<file path="src/rtl/ps2_pkg.sv">
// Shared types and helpers for the PS/2 receive path: FSM states,
// frame field offsets and the parity check.
package ps2_pkg;

  typedef enum logic [1:0] {
    IDLE   = 2'd0,
    DATA   = 2'd1,
    PARITY = 2'd2,
    STOP   = 2'd3
  } state_t;

  localparam int unsigned START_OFS = 0;

  function automatic int unsigned par_ofs(input int unsigned data_bits);
    return data_bits + 1;
  endfunction

  function automatic int unsigned stop_ofs(input int unsigned data_bits);
    return data_bits + 2;
  endfunction

  // Zero-extension of the data word does not change its XOR reduction.
  function automatic logic parity_ok(input logic [63:0] data, input logic par,
                                     input logic odd);
    return (^{data, par}) == odd;
  endfunction

endpackage

</file>
<file path="src/rtl/ps2_line_filter.sv">
// Synchroniser plus run-length glitch filter for one PS/2 pad; both preset
// to the idle-high bus level on reset.
module ps2_line_filter #(
  parameter int unsigned SYNC_STAGES = 2,
  parameter int unsigned FILTER_LEN  = 4
) (
  input  logic clk,
  input  logic rst,
  input  logic line,
  output logic filt
);

  localparam int unsigned CW = $clog2(FILTER_LEN + 1);

  logic [SYNC_STAGES-1:0] sync;
  logic [CW-1:0]          cnt;
  logic                   sync_out;

  assign sync_out = sync[SYNC_STAGES-1];

  // filt follows sync_out only after FILTER_LEN consecutive differing samples
  always_ff @(posedge clk or negedge rst) begin
    if (!rst) begin
      sync <= '1;
      cnt  <= '0;
      filt <= 1'b1;
    end else begin
      sync <= {sync[SYNC_STAGES-2:0], line};
      if (sync_out == filt) begin
        cnt <= '0;
      end else if (cnt == CW'(FILTER_LEN - 1)) begin
        filt <= sync_out;
        cnt  <= '0;
      end else begin
        cnt <= cnt + 1'b1;
      end
    end
  end

endmodule

</file>
<file path="src/rtl/ps2_rx_fifo.sv">
// PS/2 device-to-host receiver: filtered line capture, frame checking with
// inter-bit timeout, and a first-word-fall-through byte FIFO.
module ps2_rx_fifo
  import ps2_pkg::*;
#(
  parameter int unsigned DATA_BITS      = 8,
  parameter int unsigned SYNC_STAGES    = 2,
  parameter int unsigned FILTER_LEN     = 4,
  parameter int unsigned PARITY_ODD     = 1,
  parameter int unsigned TIMEOUT_CYCLES = 5000,
  parameter int unsigned FIFO_DEPTH     = 4
) (
  input  logic                             clk,
  input  logic                             rst,
  input  logic                             scl,
  input  logic                             sda,
  input  logic                             rd_en,
  output logic                             data_valid,
  output logic [DATA_BITS-1:0]             data_out,
  output logic [DATA_BITS+2:0]             frame_raw,
  output logic [$clog2(FIFO_DEPTH+1)-1:0]  fifo_count,
  output logic                             parity_err,
  output logic                             frame_err,
  output logic                             overflow
);

  localparam int unsigned FW       = DATA_BITS + 3;
  localparam int unsigned CW       = $clog2(FIFO_DEPTH + 1);
  localparam int unsigned PW       = $clog2(FIFO_DEPTH);
  localparam int unsigned BW       = (DATA_BITS > 1) ? $clog2(DATA_BITS) : 1;
  localparam int unsigned TW       = $clog2(TIMEOUT_CYCLES + 1);
  localparam int unsigned PAR_OFS  = par_ofs(DATA_BITS);
  localparam int unsigned STOP_OFS = stop_ofs(DATA_BITS);

  logic scl_f, sda_f, scl_prev, fall;

  ps2_line_filter #(.SYNC_STAGES(SYNC_STAGES), .FILTER_LEN(FILTER_LEN)) u_scl_filt (
    .clk(clk), .rst(rst), .line(scl), .filt(scl_f)
  );

  ps2_line_filter #(.SYNC_STAGES(SYNC_STAGES), .FILTER_LEN(FILTER_LEN)) u_sda_filt (
    .clk(clk), .rst(rst), .line(sda), .filt(sda_f)
  );

  assign fall = scl_prev & ~scl_f;

  state_t               state;
  logic [BW-1:0]        bcnt;
  logic [DATA_BITS-1:0] shift;
  logic                 par_bit;
  logic [TW-1:0]        tcnt;
  logic [FW-1:0]        frame_c;
  logic                 par_good_c;
  logic                 push_c;

  always_comb begin
    frame_c              = '0;
    frame_c[START_OFS]   = 1'b0;
    frame_c[DATA_BITS:1] = shift;
    frame_c[PAR_OFS]     = par_bit;
    frame_c[STOP_OFS]    = sda_f;
  end

  assign par_good_c = parity_ok(64'(shift), par_bit, 1'(PARITY_ODD));
  assign push_c     = fall & (state == STOP) & sda_f & par_good_c;

  // Frame capture FSM with inter-bit timeout
  always_ff @(posedge clk or negedge rst) begin
    if (!rst) begin
      state      <= IDLE;
      bcnt       <= '0;
      shift      <= '0;
      par_bit    <= 1'b0;
      tcnt       <= '0;
      scl_prev   <= 1'b1;
      frame_raw  <= '0;
      parity_err <= 1'b0;
      frame_err  <= 1'b0;
    end else begin
      scl_prev   <= scl_f;
      parity_err <= 1'b0;
      frame_err  <= 1'b0;
      if (fall) begin
        tcnt <= '0;
        case (state)
          IDLE: begin
            if (!sda_f) begin
              state <= DATA;
              bcnt  <= '0;
            end
          end
          DATA: begin
            shift[bcnt] <= sda_f;
            if (bcnt == BW'(DATA_BITS - 1)) state <= PARITY;
            else                            bcnt  <= bcnt + 1'b1;
          end
          PARITY: begin
            par_bit <= sda_f;
            state   <= STOP;
          end
          STOP: begin
            frame_raw <= frame_c;
            state     <= IDLE;
            if (!sda_f)           frame_err  <= 1'b1;
            else if (!par_good_c) parity_err <= 1'b1;
          end
          default: state <= IDLE;
        endcase
      end else if (state != IDLE) begin
        if (tcnt == TW'(TIMEOUT_CYCLES - 1)) begin
          frame_err <= 1'b1;
          state     <= IDLE;
          tcnt      <= '0;
        end else begin
          tcnt <= tcnt + 1'b1;
        end
      end else begin
        tcnt <= '0;
      end
    end
  end

  logic [DATA_BITS-1:0] mem [FIFO_DEPTH];
  logic [PW-1:0]        wr_ptr, rd_ptr, next_rd_c;
  logic [CW-1:0]        next_count_c;
  logic                 pop_c, do_push_c, ovf_c;
  logic [DATA_BITS-1:0] head_c;

  assign pop_c        = rd_en & (fifo_count != '0);
  assign do_push_c    = push_c & ((fifo_count != CW'(FIFO_DEPTH)) | pop_c);
  assign ovf_c        = push_c & ~do_push_c;
  assign next_count_c = fifo_count + CW'(do_push_c) - CW'(pop_c);
  assign next_rd_c    = pop_c ? rd_ptr + PW'(1) : rd_ptr;

  // Registered FWFT head; a byte written this cycle bypasses the array
  always_comb begin
    head_c = data_out;
    if (next_count_c != '0) begin
      if (do_push_c && (next_rd_c == wr_ptr)) head_c = shift;
      else                                    head_c = mem[next_rd_c];
    end
  end

  always_ff @(posedge clk) begin
    if (do_push_c) mem[wr_ptr] <= shift;
  end

  always_ff @(posedge clk or negedge rst) begin
    if (!rst) begin
      wr_ptr     <= '0;
      rd_ptr     <= '0;
      fifo_count <= '0;
      data_valid <= 1'b0;
      data_out   <= '0;
      overflow   <= 1'b0;
    end else begin
      if (do_push_c) wr_ptr <= wr_ptr + PW'(1);
      rd_ptr     <= next_rd_c;
      fifo_count <= next_count_c;
      data_valid <= (next_count_c != '0);
      data_out   <= head_c;
      overflow   <= ovf_c;
    end
  end

endmodule

</file>
<file path="config.mk">
export PLATFORM = sky130hd
export DESIGN_NAME = ps2_rx_fifo
export DESIGN_NICKNAME = d
export VERILOG_FILES = /design/src/rtl/ps2_pkg.sv /design/src/rtl/ps2_line_filter.sv /design/src/rtl/ps2_rx_fifo.sv
export SDC_FILE = /design/constraint.sdc
export NUM_CORES = 1
export LEC_CHECK = 0
export ABC_AREA = 0
export ABC_CLOCK_PERIOD_IN_PS = 8050
export CORE_UTILIZATION = 25
export DETAILED_ROUTE_END_ITERATION = 10
export PLACE_DENSITY_LB_ADDON = 0.1
export SYNTH_ARGS = -nofsm -noshare
export SYNTH_HDL_FRONTEND = slang
export SYNTH_SLANG_ARGS = --single-unit
</file>
<file path="constraint.sdc">
create_clock -name clk -period 8.05 [get_ports clk]
set_input_delay 1.61 -clock clk [delete_from_list [all_inputs] [get_ports clk]]
set_output_delay 1.61 -clock clk [all_outputs]
set_load 0.005 [all_outputs]
</file>
==> results.ini, run 1 <==
[run_status]
status = finished clean

[clocking]
cts_setup_buffers = 0
cts.clk_slew.worst_paths_ns = 0.07
cts_tree = yes
clkLatencyLatePin_ns = 0.35
numCtsBuffers = 9
cts_root_buffer = clkbuf_16
cts_max_path_buffers = 2
cts.htree.levels = 3
ctsResizeCount = 0
cts_hold_buf = 0
cts.sinks = 101

[global_route]
globalRouteOverflowTotal = 0
grt_pass1_vias = 2995
grt_pass1_wl_um = 16600
grt_max_degree = 70
grt_util_all_layers_pct = 11.0
antenna_found_initial = 0

[logic_synthesis]
ys_warn_count = 0
synth.largest_area_cell = dfrtp_1
synth_area_mm2 = 0.00488
synth.distinct_cells = 56
ys_seq_elements = 101
synth-seq-area-share_pct = 55.3
synth.area.top_cells = dfrtp_1 (32%), edfxtp_1 (20%), mux2_2 (4.8%), ha_1 (3.8%), dfstp_2 (3.8%)
synth_cells = 376
async_reset_ff_share_pct = 68.3
syn_avg_cell_area_um2 = 13.0
synthesis.nets = 397
synth-edff-count = 32
synthFlopType = dfrtp_1
synth.top_cell.area_share_pct = 31.8

[place]
dp_hpwl_um = 6880
placed_area_mm2 = 0.00537
numPortBuffers = 29
gp_congestion = 0.698

[drt]
routed_wirelength_um = 9910
via_per_inst = 4.22
wire_per_inst_um = 14.8
drc = 0
drtIter0Drc = 147
vias = 2822
first_pass_iters = 4
ant_nets = 0

[cells_and_area]
syn2layout_area_growth_pct = 15.7
final-seq-area_mm2 = 0.00270
num-fill-cells = 1951
final_cell_area_mm2 = 0.00564
drive_above_1_share_pct = 19.8
n_antenna_cell = 0
fin_nets = 425
multi_input_area_mm2 = 0.00200

[timing]
hold_viol_final = 0
rsz0062_at_grt = no
slew_viol_final = 0
fmax_ghz = 0.205
min_period_over_period_pct = 60.5
relSlewSlack_pct = 29.0
period_minus_slack_ns = 4.87
fin_setup_tns_ns = 0
finalSetupViolCount = 0
worst_pin_slew_ns = 1.07
hold_ws_ns = 0.356
fin_worst_skew_ns = 0.00963

[power]
leakagePower_nw = 2.26
ir_drop_mv = 0.110
power.density_mw_per_mm2 = 291

[worst_setup_path]
endpoint_kind = register
arrival_ns = 5.06
cp_top_family = simple AND/OR/NAND/NOR gates
r2r_setup_slack_ns = 4.12
ff2ff_path_depth = 11
crit_slowest_cell = nor3_2
startpoint_type = input port
critPathBufInv = 3
crit_type = in -> reg
cp.depth = 11
critical_path_required_ns = 8.24
crit_path_frequent_cell = ha_1
cp_max_fo = 17
cp_cell_sequence = clkdlybuf4s50_1, nor4b_1, nor3_1, mux2_4, clkinv_2, ha_1, inv_1, ha_1, fa_1, nor3_2, o31ai_1
cpPeakStageDelay_ns = 0.81

[die]
die_area_mm2 = 0.0201
io_pins = 31
fp.dieH_um = 142
core_mm2 = 0.0189
die_w_um = 142
row_count = 50
start_util_pct = 25.8

[worst_hold_path]
min_delay_path_depth = 0
min_path_type = reg -> reg

[flow_run]
cap_violations = 0

==> routing by layer <==
metal  GRT usage [%]  up-vias  share of wire [%]
met5               0        -                  0
met1            14.4     1399                 49
met4            3.57        0                1.2
met2            17.3       31                 47
met3            3.34        7                3.3
li1                -     1385                  -
==> cells by family after synthesis <==
group | share of synthesized area, %
simple gates | 15.1
flops | 55.3
mux | 10.9
compound gates | 4.95
buf+inv | 3.80
xor+xnor | 5.62
fa+ha+maj | 4.26
other cells | 0.0769
==> state kept, by name (all words and copies together), names as in the netlist, 3 cells and up <==
name            flops
mem                32
tcnt               13
frame_raw          10
data_out            8
shift               8
bcnt                3
fifo_count          3
u_scl_filt.cnt      3
u_sda_filt.cnt      3
==> layout by cell type, fill, tap and decap left out, drive strengths merged, types with 12 or more instances in the layout <==
cell type	synthesis	routed
edfxtp	32	32
ha	15	15
o21ai	12	12
dfrtp	62	62
nand2	43	43
mux2	22	22
xor2	12	12
inv	13	16
nor2	16	16
nand2b	13	13
clkdlybuf4s50	0	28
nor3	16	16
==> metrics by stage <==
stage,worst slack [ns],util [%],cells,power (mW)
2_1_floorplan,3.92,-,376,1.11
3_3_place_gp,2.91,28.4,653,1.24
3_5_place_dp,2.77,28.4,653,1.25
4_1_cts,3.16,29.9,669,1.68
5_1_grt,2.81,29.9,669,1.76
6_report,3.18,29.9,669,1.64
==> path summary, 6_finish.rpt <==
check	start	endpoint
max	rd_en	data_out[1]
min	u_scl_filt.sync[0]	u_scl_filt.sync[1]
max reg2reg	shift[5]	data_out[1]
min reg2reg	u_scl_filt.sync[0]	u_scl_filt.sync[1]
max in group asynchronous	rst	rd_ptr[1]
min in group asynchronous	rst	tcnt[1]
==> area by class of cell <==
class | count | share of cell area (%)
clock inverter | 6 | 0.776
timing repair buffer | 30 | 5.23
sequential | 101 | 47.8
multi-input combinational | 248 | 35.4
clock buffer | 10 | 4.06
tap | 260 | 5.76
inverter | 14 | 0.998
==> report_power, final <==
group,leakage (nW),switching (mW),internal (mW)
sequential,1.21,0.102,0.613
clock,0.134,0.198,0.212
combinational,0.920,0.253,0.263
==> Yosys cell counts, types with 2 or more instances <==
library cell,n
and4_1,3
o21ai_0,11
mux2i_1,10
ha_1,15
buf_6,3
edfxtp_1,32
mux2_2,21
nand2_1,43
nor4b_1,2
mux4_2,8
clkbuf_1,3
clkbuf_8,2
xnor2_1,9
a21oi_1,8
nand3_1,11
nor2_1,16
inv_1,11
o31ai_1,7
dfstp_2,7
nand2b_1,4
and3_1,5
nor3_1,15
nor3b_1,4
dfrtp_1,62
or2b_2,5
nand2b_2,9
and2_1,5
nor2b_1,5
nor4b_2,2
xor2_1,12
(Power assumes the default switching activity.)
==> run 2: changes to the inputs <==
Settings changed: ABC_CLOCK_PERIOD_IN_PS 8050 to 4400.
Clock period 8.05 ns to 4.4 ns, I/O delays scaled along.
==> results.ini, run 2 (synthesized netlist as in run 1, its figures left out) <==
[die]
core_mm2 = 0.0189  ; unchanged
start_util_pct = 25.8  ; unchanged
row_count = 50  ; unchanged
fp.dieH_um = 142  ; unchanged
die_area_mm2 = 0.0201  ; unchanged
io_pins = 31  ; unchanged
die_w_um = 142  ; unchanged

[drt]
wire_per_inst_um = 14.8  ; about the same
vias = 2787  ; was 2,822
ant_nets = 0  ; unchanged
highest_layer = met4  ; unchanged
drc = 0  ; unchanged
first_pass_iters = 4  ; unchanged
routed_wirelength_um = 9910  ; about the same
drt-met1-wl_um = 4840  ; was 4810 µm
drtIter0Drc = 148  ; was 147
wl_met3_um = 386  ; was 329 µm
wl_met2_um = 4560  ; was 4650 µm
via_per_inst = 4.16  ; was 4.22

[global_route]
grt_pass1_vias = 2906  ; was 2,995
globalRouteOverflowTotal = 0  ; unchanged
grt_util_all_layers_pct = 11.0  ; about the same
antenna_found_initial = 0  ; unchanged
grt_max_degree = 70  ; unchanged
grt_pass1_wl_um = 16400  ; was 16,600 µm

[clocking]
cts_setup_buffers = 0  ; unchanged
ctsResizeCount = 0  ; unchanged
cts_tree = yes  ; unchanged
cts.htree.levels = 3  ; unchanged
cts_root_buffer = clkbuf_16  ; unchanged
clkLatencyLatePin_ns = 0.35  ; about the same
cts.clk_slew.worst_paths_ns = 0.07  ; about the same
cts_max_path_buffers = 2  ; unchanged
cts_hold_buf = 0  ; unchanged
numCtsBuffers = 9  ; unchanged
cts.sinks = 101  ; unchanged

[worst_setup_path]
cp_max_fo = 17  ; unchanged
crit_type = in -> reg  ; unchanged
r2r_setup_slack_ns = 0.93  ; was 4.12 ns
startpoint_type = input port  ; unchanged
endpoint_kind = register  ; unchanged
critical_path_required_ns = 4.64  ; was 8.24 ns
arrival_ns = 3.94  ; was 5.06 ns

[flow_run]
cap_violations = 0  ; unchanged

[cells_and_area]
mostFrequentLayoutCell = dfrtp_1  ; unchanged
syn2layout_area_growth_pct = 15.8  ; was 15.7%
n_antenna_cell = 0  ; unchanged
top_regs = mem: 32 flops, tcnt: 13 flops, frame_raw: 10 flops  ; unchanged
fin_nets = 426  ; was 425
drive_above_1_share_pct = 19.5  ; was 19.8%
fin_util_pct = 29.9  ; about the same
final_cell_mix = dfrtp_1 (62), nand2_1 (43), edfxtp_1 (32)  ; unchanged
final_cell_area_mm2 = 0.00565  ; was 0.00564 mm²
top_register = mem  ; unchanged
largest_register_ff_count = 32  ; unchanged
multi_input_area_mm2 = 0.00200  ; unchanged
num-fill-cells = 1941  ; was 1,951
final-seq-area_mm2 = 0.00270  ; unchanged

[timing]
period_minus_slack_ns = 3.70
slew_viol_final = 0  ; unchanged
relSlewSlack_pct = 28.0  ; was 29.0%
hold_ws_ns = 0.356  ; about the same
min_period_over_period_pct = 84.1
rsz0062_at_grt = no  ; unchanged
fmax_ghz = 0.270
worst_pin_slew_ns = 1.08  ; was 1.07 ns
fin_setup_tns_ns = 0  ; unchanged
finalSetupViolCount = 0  ; unchanged
hold_viol_final = 0  ; unchanged
fin_worst_skew_ns = 0.00974  ; was 0.00963 ns

[place]
placed_area_mm2 = 0.00538  ; was 0.00537 mm²
gp_congestion = 0.725  ; was 0.698
dp_hpwl_um = 6680  ; was 6880 µm
numPortBuffers = 29  ; unchanged

[worst_hold_path]
min_path_type = reg -> reg  ; unchanged

[run_status]
status = finished clean  ; unchanged

[power]
ir_drop_mv = 0.180  ; was 0.110 mV
power.density_mw_per_mm2 = 532  ; was 291 mW/mm²
leakagePower_nw = 2.27  ; was 2.26 nW

run 2: layer usage:
metal / global-route usage [%] / up-vias
met3: 3.27 / 8
met5: 0 / -
met1: 14.3 / 1358
met2: 17.6 / 39
met4: 3.06 / 0
li1: - / 1382
run 2: path summary, 6_finish.rpt:
| check | from | to | cells after the start |
|---|---|---|---|
| max in group asynchronous | rst | wr_ptr[1] | 1 |
| min in group asynchronous | rst | tcnt[0] | 1 |
| worst min register to register | u_scl_filt.sync[0] | u_scl_filt.sync[1] | 0 |
| worst max-delay path | rd_en | data_out[5] | 13 |
| worst max register to register | shift[1] | data_out[5] | 12 |
| worst min-delay path | u_scl_filt.sync[0] | u_scl_filt.sync[1] | 0 |
run 2: critical path, cell delays in order:
cell	delay, ns
clkdlybuf4s50_1	0.47
nor4b_1	0.45
nor3b_1	0.11
mux2_4	0.38
clkinv_2	0.14
ha_1	0.15
inv_1	0.04
ha_1	0.18
fa_1	0.37
xnor2_1	0.25
nor3_2	0.06
buf_4	0.19
o31ai_1	0.27
run 2: layout make-up:
type / instances / area share (%)
Timing Repair Buffer: 31 / 5.36
Clock buffer: 13 / 4.43
Multi-Input combinational cell: 248 / 35.3
Inverter: 14 / 0.996
Clock inverter: 3 / 0.399
Tap cell: 260 / 5.76
Sequential cell: 101 / 47.7
run 2: where the power goes:
part / leakage (nW) / internal [mW] / total [mW] / switching [mW]
Clock: 0.134 / 0.402 / 0.747 / 0.344
Combinational: 0.926 / 0.488 / 0.952 / 0.463
Sequential: 1.21 / 1.12 / 1.31 / 0.187
Total: 2.27 / 2.01 / 3.01 / 0.995
run 2: stage by stage:
step                std cells  worst slack, ns  power, mW
floorplan                 376            0.998       2.03
global placement          654            0.447       2.30
detailed placement        654            0.320       2.31
CTS                       670            0.669       3.08
global route              670            0.434       3.23
finish                    670            0.700       3.01
==> run 3: changes to the inputs <==
Settings changed: ABC_CLOCK_PERIOD_IN_PS 4400 to 3100.
Clock period 4.4 ns to 3.1 ns, I/O delays scaled along.
==> results.ini, run 3 (synthesized netlist as in run 1, its figures left out) <==
[clocking]
cts.htree.levels = 3  ; unchanged
numCtsBuffers = 9  ; unchanged
cts_root_buffer = clkbuf_16  ; unchanged
clkLatencyLatePin_ns = 0.34  ; was 0.35 ns
cts.clk_slew.worst_paths_ns = 0.07  ; about the same
cts.sinks = 101  ; unchanged
cts_max_path_buffers = 2  ; unchanged
cts_tree = yes  ; unchanged

[power]
leakagePower_nw = 2.47  ; was 2.27 nW
power.density_mw_per_mm2 = 797  ; was 532 mW/mm²
ir_drop_mv = 0.293  ; was 0.180 mV

[drt]
via_per_inst = 4.23  ; was 4.16
ant_nets = 0  ; unchanged
wire_per_inst_um = 14.9  ; was 14.8 µm
routed_wirelength_um = 10300  ; was 9910 µm
first_pass_iters = 4  ; unchanged
drc = 0  ; unchanged
vias = 2942  ; was 2,787
drtIter0Drc = 116  ; was 148

[cells_and_area]
final-seq-area_mm2 = 0.00270  ; unchanged
largest_register_ff_count = 32  ; unchanged
mostFrequentLayoutCell = dfrtp_1  ; unchanged
final_cell_area_mm2 = 0.00605  ; was 0.00565 mm²
multi_input_area_mm2 = 0.00213  ; was 0.00200 mm²
n_antenna_cell = 0  ; unchanged
top_regs = mem: 32 flops, tcnt: 13 flops, frame_raw: 10 flops  ; unchanged
drive_above_1_share_pct = 28.7  ; was 19.5%
fin_nets = 452  ; was 426
top_register = mem  ; unchanged
syn2layout_area_growth_pct = 24.1  ; was 15.8%
final_cell_mix = dfrtp_1 (62), nand2_1 (42), edfxtp_1 (32)  ; was dfrtp_1 (62), nand2_1 (43), edfxtp_1 (32)
num-fill-cells = 1926  ; was 1,941
final_cell_count_no_fill = 696  ; was 670

[flow_run]
cap_violations = 0  ; unchanged

[timing]
slew_viol_final = 0  ; unchanged
finalSetupViolCount = 0  ; unchanged
hold_viol_final = 0  ; unchanged
fin_setup_tns_ns = 0  ; unchanged
hold_ws_ns = 0.357  ; was 0.356 ns
fin_worst_skew_ns = 0.00612  ; was 0.00974 ns
worst_pin_slew_ns = 1.11  ; was 1.08 ns
rsz0062_at_grt = yes  ; was no
period_minus_slack_ns = 3.07
relSlewSlack_pct = 26.3  ; was 28.0%
fmax_ghz = 0.326
min_period_over_period_pct = 98.9

[die]
fp.dieH_um = 142  ; unchanged
io_pins = 31  ; unchanged
core_mm2 = 0.0189  ; unchanged
start_util_pct = 25.8  ; unchanged
row_count = 50  ; unchanged
die_w_um = 142  ; unchanged
die_area_mm2 = 0.0201  ; unchanged

[worst_setup_path]
crit_type = reg -> reg  ; was in -> reg
crit_path_frequent_cell = ha_4  ; was ha_1
startpoint_type = register  ; was input port
cpPeakStageDelay_ns = 0.48  ; was 0.47 ns
cp_max_fo = 8  ; was 17
critical_path_required_ns = 3.33  ; was 4.64 ns
crit_slowest_cell = xnor3_2  ; was clkdlybuf4s50_1
endpoint_kind = register  ; unchanged
arrival_ns = 3.29  ; was 3.94 ns
cp_cell_sequence = xnor2_2, xnor3_2, mux2_4, inv_4, ha_4, inv_2, ha_4, fa_2, xnor2_4, nor3_4, clkbuf_16, o31ai_2  ; was clkdlybuf4s50_1, nor4b_1, nor3b_1, mux2_4, clkinv_2, ha_1, inv_1, ha_1, fa_1, xnor2_1, nor3_2, buf_4, o31ai_1

[global_route]
grt_max_degree = 70  ; unchanged
globalRouteOverflowTotal = 0  ; unchanged
grt_pass1_wl_um = 17200  ; was 16,400 µm
grt_util_all_layers_pct = 11.3  ; was 11.0%
antenna_found_initial = 0  ; unchanged
grt_pass1_vias = 3169  ; was 2,906

[place]
gp_congestion = 0.694  ; was 0.725
dp_hpwl_um = 6850  ; was 6680 µm
numPortBuffers = 29  ; unchanged
placed_area_mm2 = 0.00557  ; was 0.00538 mm²
dpl.cell_count = 677  ; was 654

[worst_hold_path]
min_path_type = reg -> reg  ; unchanged

[run_status]
status = finished clean  ; unchanged

==> run 3: timing repair <==
item	CTS	global route
endpoints found under the setup margin	8	9
resized for setup	2	22
hold buffers	0	0
pin swaps	0	7
setup buffers	0	3
cloned	0	1
==> run 3: cell type report <==
cell class / count / share of cell area [%]
sequential: 101 / 44.5
tap: 260 / 5.37
multi-input combinational: 248 / 35.2
clock buffer: 11 / 4.20
timing repair buffer: 57 / 8.76
inverter: 14 / 0.951
clock inverter: 5 / 0.930
==> run 3: final timing paths <==
kind,from,slack [ns],to,cells past startpoint
worst min register to register,u_sda_filt.sync[0],0.36,u_sda_filt.sync[1],0
min in group asynchronous,rst,0.41,tcnt[7],1
worst max-delay path,shift[6],0.03,data_out[7],12
max in group asynchronous,rst,2.09,fifo_count[0],1
worst min-delay path,u_sda_filt.sync[0],0.36,u_sda_filt.sync[1],0
worst max register to register,shift[6],0.03,data_out[7],12
==> run 3: power breakdown <==
group / switching (mW) / leakage [nW] / internal, mW
clock network: 0.502 / 0.151 / 0.676
registers: 0.203 / 1.21 / 1.59
logic: 0.879 / 1.11 / 0.976
total: 1.58 / 2.47 / 3.24
==> run 3: routing by layer <==
| metal | vias up | global-route usage (%) | share of wire, % |
|---|---|---|---|
| li1 | 1433 | - | - |
| met1 | 1476 | 14.3 | 47 |
| met2 | 24 | 19.2 | 49 |
| met3 | 9 | 2.67 | 2.2 |
| met4 | 0 | 3.40 | 1.2 |
| met5 | - | 0 | 0 |
==> run 3: worst max-delay path: cells and delay by family (launching register included) <==
kind	cells	cell delay, ns
compound gates	1	0.08
xor+xnor	3	0.81
fa+ha+maj	3	0.79
buf+inv	3	0.31
flops	1	0.41
mux	1	0.24
simple gates	1	0.33
==> run 3: through the flow <==
stage / util [%] / worst slack, ns / power, mW
after global routing: 32.0 / -0.0594 / 5.16
after CTS: 31.2 / 0.00151 / 4.69
final: 32.0 / 0.0343 / 4.83
after global placement: 29.5 / -0.298 / 3.45
after detailed placement: 29.5 / -0.389 / 3.47
after floorplan: - / 0.0190 / 2.91
